$ cat src/rtl/fifo_wr_arbiter_ctrl.sv
// Round-robin write arbiter and pointer controller for a first-word-fall-through FIFO.
// Define FIFO_ARB_ALMOST_EN to add the almost_full / almost_empty outputs.
module fifo_wr_arbiter_ctrl #(
  parameter int unsigned PTR_WIDTH  = 3,
  parameter int unsigned DEPTH      = 8,
  parameter int unsigned DATA_WIDTH = 8,
  parameter int unsigned NUM_REQ    = 4,
  parameter int unsigned AF_MARGIN  = 1,
  parameter int unsigned AE_MARGIN  = 1
) (
  input  logic                          clk,
  input  logic                          rst_n,
  input  logic [NUM_REQ-1:0]            req,
  input  logic [NUM_REQ*DATA_WIDTH-1:0] req_data,
  output logic [NUM_REQ-1:0]            gnt,
  input  logic                          r_en,
  output logic                          w_en,
  output logic [PTR_WIDTH-1:0]          waddr,
  output logic [DATA_WIDTH-1:0]         data_in,
  output logic [PTR_WIDTH-1:0]          raddr,
  output logic                          full,
  output logic                          empty,
  output logic [PTR_WIDTH:0]            count
`ifdef FIFO_ARB_ALMOST_EN
  ,
  output logic                          almost_full,
  output logic                          almost_empty
`endif
);

  localparam int unsigned RrW = (NUM_REQ > 1) ? $clog2(NUM_REQ) : 1;

  if (DEPTH != (2 ** PTR_WIDTH) || NUM_REQ < 2 || NUM_REQ > 8 ||
      AF_MARGIN > DEPTH || AE_MARGIN > DEPTH) begin : g_param_check
    $error("fifo_wr_arbiter_ctrl: inconsistent parameters");
  end

  logic [PTR_WIDTH:0] wptr_q, wptr_d;
  logic [PTR_WIDTH:0] rptr_q, rptr_d;
  logic [RrW-1:0]     rr_q, rr_d;
  logic [RrW-1:0]     gnt_idx;
  logic               found;
  logic               rd_fire;
  int unsigned        scan_idx;

  // Flags depend only on the registered pointers.
  assign waddr = wptr_q[PTR_WIDTH-1:0];
  assign raddr = rptr_q[PTR_WIDTH-1:0];
  assign empty = (wptr_q == rptr_q);
  assign full  = (wptr_q[PTR_WIDTH] != rptr_q[PTR_WIDTH]) &&
                 (wptr_q[PTR_WIDTH-1:0] == rptr_q[PTR_WIDTH-1:0]);
  assign count = wptr_q - rptr_q;

  // Scan upward from rr_q with wrap; first asserted request wins.
  always_comb begin
    found    = 1'b0;
    gnt_idx  = '0;
    scan_idx = 0;
    if (rst_n && !full) begin
      for (int unsigned k = 0; k < NUM_REQ; k++) begin
        scan_idx = int'(rr_q) + k;
        if (scan_idx >= NUM_REQ) scan_idx = scan_idx - NUM_REQ;
        if (!found && req[scan_idx]) begin
          found   = 1'b1;
          gnt_idx = RrW'(scan_idx);
        end
      end
    end
  end

  always_comb begin
    gnt     = '0;
    data_in = '0;
    if (found) begin
      gnt     = NUM_REQ'(1) << gnt_idx;
      data_in = req_data[int'(gnt_idx) * DATA_WIDTH +: DATA_WIDTH];
    end
  end

  assign w_en    = found;
  assign rd_fire = r_en && !empty;

  always_comb begin
    wptr_d = wptr_q + {{PTR_WIDTH{1'b0}}, w_en};
    rptr_d = rptr_q + {{PTR_WIDTH{1'b0}}, rd_fire};
    rr_d   = rr_q;
    if (found) begin
      rr_d = (gnt_idx == RrW'(NUM_REQ - 1)) ? '0 : gnt_idx + 1'b1;
    end
  end

  always_ff @(posedge clk or negedge rst_n) begin
    if (!rst_n) begin
      wptr_q <= '0;
      rptr_q <= '0;
      rr_q   <= '0;
    end else begin
      wptr_q <= wptr_d;
      rptr_q <= rptr_d;
      rr_q   <= rr_d;
    end
  end

`ifdef FIFO_ARB_ALMOST_EN
  localparam logic [PTR_WIDTH:0] AfThresh = (PTR_WIDTH + 1)'(DEPTH - AF_MARGIN);
  localparam logic [PTR_WIDTH:0] AeThresh = (PTR_WIDTH + 1)'(AE_MARGIN);

  assign almost_full  = (count >= AfThresh);
  assign almost_empty = (count <= AeThresh);
`endif

endmodule

$ cat config.mk
export PLATFORM = sky130hd
export DESIGN_NAME = fifo_wr_arbiter_ctrl
export DESIGN_NICKNAME = d
export VERILOG_FILES = /design/src/rtl/fifo_wr_arbiter_ctrl.sv
export SDC_FILE = /design/constraint.sdc
export NUM_CORES = 1
export LEC_CHECK = 0
export BUFFER_PORTS_ARGS = -buffer_cell sky130_fd_sc_hd__buf_2
export CORE_MARGIN = 2
export CORE_UTILIZATION = 35
export DETAILED_ROUTE_END_ITERATION = 12
export SYNTH_ARGS = -nofsm -noshare
export SYNTH_HDL_FRONTEND = slang
export SYNTH_SLANG_ARGS = --single-unit
$ cat constraint.sdc
create_clock -name clk -period 2.73 [get_ports clk]
set_clock_uncertainty 0.2 [all_clocks]
set_input_delay 0.546 -clock clk [delete_from_list [all_inputs] [get_ports clk]]
set_output_delay 0.546 -clock clk [all_outputs]
set_load 0.005 [all_outputs]
==> metrics.csv <==
metric,value,unit
core area,3310,µm²
num ports,64,
GP Congestion,0.794,
Seq. cell area,254,µm²
first-pass GRT wire length,5.91,mm
Final Hold Vio Count,0,
CTS tree,built,
GRT overflow,0,
clock sink total,10,
post-synthesis instance total,130,
LEAKAGE,0.876,nW
Die Y,62.5,µm
Synth cell types,36,
# DRC,0,
row count,21,
Total Die Area,3910,µm²
Worst-path clk slew,0.07,ns
Final min period,2.67,ns
# Max-Cap Violations,0,
Port Buf Inserts,63,
sequential element share of the synthesized area,0.209,
H-Tree Depth,1,
area of the multi-input gates,920,µm²
Max VDD drop,421,µV
Worst Path Buf+Inv,2,
vias,1388,
Synth top area share,0.209,
crit-path cells,nand2b_1 -> a21o_1 -> buf_12 -> a311oi_1 -> a221oi_2 -> buf_2,
total routed wirelength,3.82,mm
wire per inst,15.2,µm
period utilization,0.977,
largest fanout on the critical path,18,
R2R cell count,9,
"most common cell after layout, fill and taps aside",buf_2,
Critical-path top delay cell,dfrtp_2,
# nets final,258,
DR pass1 iterations,4,
clk buf depth,2,
Hold WC Path Type,in2async,
final worst slack,0.0631,ns
final-report max-slew violation count,0,
DIE WIDTH,62.5,µm
count of state elements after synthesis,10,
worst-skew pair later-pin latency,0.26,ns
DR iter-0 viols,72,
pre-CTS setup slack,0.0126,ns
most frequent cells in the layout,"buf_2 (63), buf_4 (18), o21ai_0 (16)",
total CTS buffers,3,
ant diodes,0,
Area Growth Syn to Fin,51.8,%
yosys warns,0,
Final setup viols,0,
"Net Count, Synth",181,
Worst path depth,6,
Worst Tran Pin Value,0.420,ns
vias in the first global route,1261,
Synth area leaders,"dfrtp_1 (21%), ha_1 (11%), o21ai_0 (6.7%)",
buffer type at the clock tree root,clkbuf_4,
Top Family by Delay on Critical Path,compound AO/OA/AOI/OAI gates,
Setup CP Type,reg2out,
Worst setup SP type,flip-flop,
Yosys top cell by area,dfrtp_1,
largest net degree at the start of global routing,19,
Final Power,1.97,mW
initial antenna violation count,0,
Detail Placement HPWL,2.80,mm
status,"finished, final reports clean",
CP peak stage delay,0.48,ns
CP endpoint kind,output port,
RSZ-0062 raised after global routing,true,
fmax,0.375,GHz
Tot GR Track Use,0.188,
PwrDens,1090,nW/µm²
# fillers,327,
syn avg cell area,9.22,µm²
Synth Cell Area,1200,µm²
"antenna viol nets, final",0,
Initial Util,0.362,
via/cell ratio,5.51,
CP required,1.98,ns
CP arrival,1.92,ns
share of cells above drive strength 1,0.568,
relative slew slack,0.719,
[through the flow]
| step | utilization | cells | TNS [ns] | hold WS (ns) | cell area, µm² |
|---|---|---|---|---|---|
| after floorplan | - | 130 | 0 | 0.0504 | 1200 |
| after global placement | 0.475 | 238 | 0 | 0.178 | 1570 |
| after detailed placement | 0.475 | 238 | 0 | 0.181 | 1570 |
| after CTS | 0.506 | 246 | 0 | 0.0786 | 1680 |
| after global routing | 0.550 | 252 | -0.159 | 0.0893 | 1820 |
| final | 0.550 | 252 | 0 | 0.0892 | 1820 |
[Yosys cell counts]
master     number
a221oi_1        8
o21ai_1         1
buf_6           3
nand3_4         1
ha_1           11
o221ai_1        1
inv_1           9
a311oi_1        8
clkbuf_1        1
o21ai_0        16
a21oi_1         3
o221a_2         1
buf_4           8
inv_4           1
and3b_1         1
o21a_1          1
nand3b_1        1
nor2b_1         1
xor2_1          4
or4_4           1
mux2_4          2
nand3_1         5
a32oi_1         8
nand2b_1        3
buf_2           1
mux2i_2         1
dfrtp_1        10
and3_1          1
nor2_1          4
fa_1            1
o2bb2ai_2       1
nand2_1         2
a2bb2oi_4       1
a21o_1          2
xnor2_1         3
and2_1          4
[state kept, by name, indices dropped and copies added (netlist names)]
name	flops
rr_q	2
rptr_q	4
wptr_q	4
[timing repair]
action                                  in CTS  in global routing
pin swaps                                    1                  2
setup buffers                                3                  5
hold buffers                                 1                  0
endpoints found under the setup margin      12                 12
hold endpoints to repair                     2                  0
gates cloned                                 0                  1
gates resized for setup                      6                 19
[final cells by class]
class / instances / share of cell area
clock buffers: 4 / 0.0199
well taps: 46 / 0.0316
flip-flops and latches: 10 / 0.140
repair buffers: 85 / 0.281
inverters: 10 / 0.0220
multi-input cells: 97 / 0.506
[report_power, final]
group / internal [mW] / switching [mW] / total [mW]
registers: 0.232 / 0.0986 / 0.331
clock network: 0.0809 / 0.0504 / 0.131
logic: 0.786 / 0.726 / 1.51
[metal layers]
| layer | track usage | routed length (µm) | up-vias | share of wire |
|---|---|---|---|---|
| met5 | 0 | 0 | - | 0 |
| met4 | 0.0639 | 54 | 0 | 0.014 |
| met3 | 0.0270 | 225 | 6 | 0.059 |
| met2 | 0.340 | 2010 | 55 | 0.53 |
| met1 | 0.227 | 1520 | 680 | 0.40 |
| li1 | - | - | 647 | - |
[cells by family (layout without fill, tap and decap cells)]
family / count (synthesis) / count (layout) / share of synthesized area
compound gates: 51 / 51 / 0.329
fa+ha+maj: 12 / 12 / 0.132
mux: 3 / 3 / 0.0365
buf+inv: 23 / 99 / 0.119
simple gates: 24 / 24 / 0.124
xor+xnor: 7 / 7 / 0.0511
flops: 10 / 10 / 0.209
[worst paths after layout]
path / from / endpoint / slack [ns]
max in group asynchronous: rst_n / rr_q[0] / 1.67
min in group clk: wptr_q[3] / wptr_q[3] / 0.29
max reg2reg: wptr_q[2] / wptr_q[2] / 0.55
max: rr_q[1] / data_in[5] / 0.06
min reg2reg: wptr_q[3] / wptr_q[3] / 0.29
min: rst_n / wptr_q[1] / 0.09
Note: power is estimated with default switching activity, not from simulation.
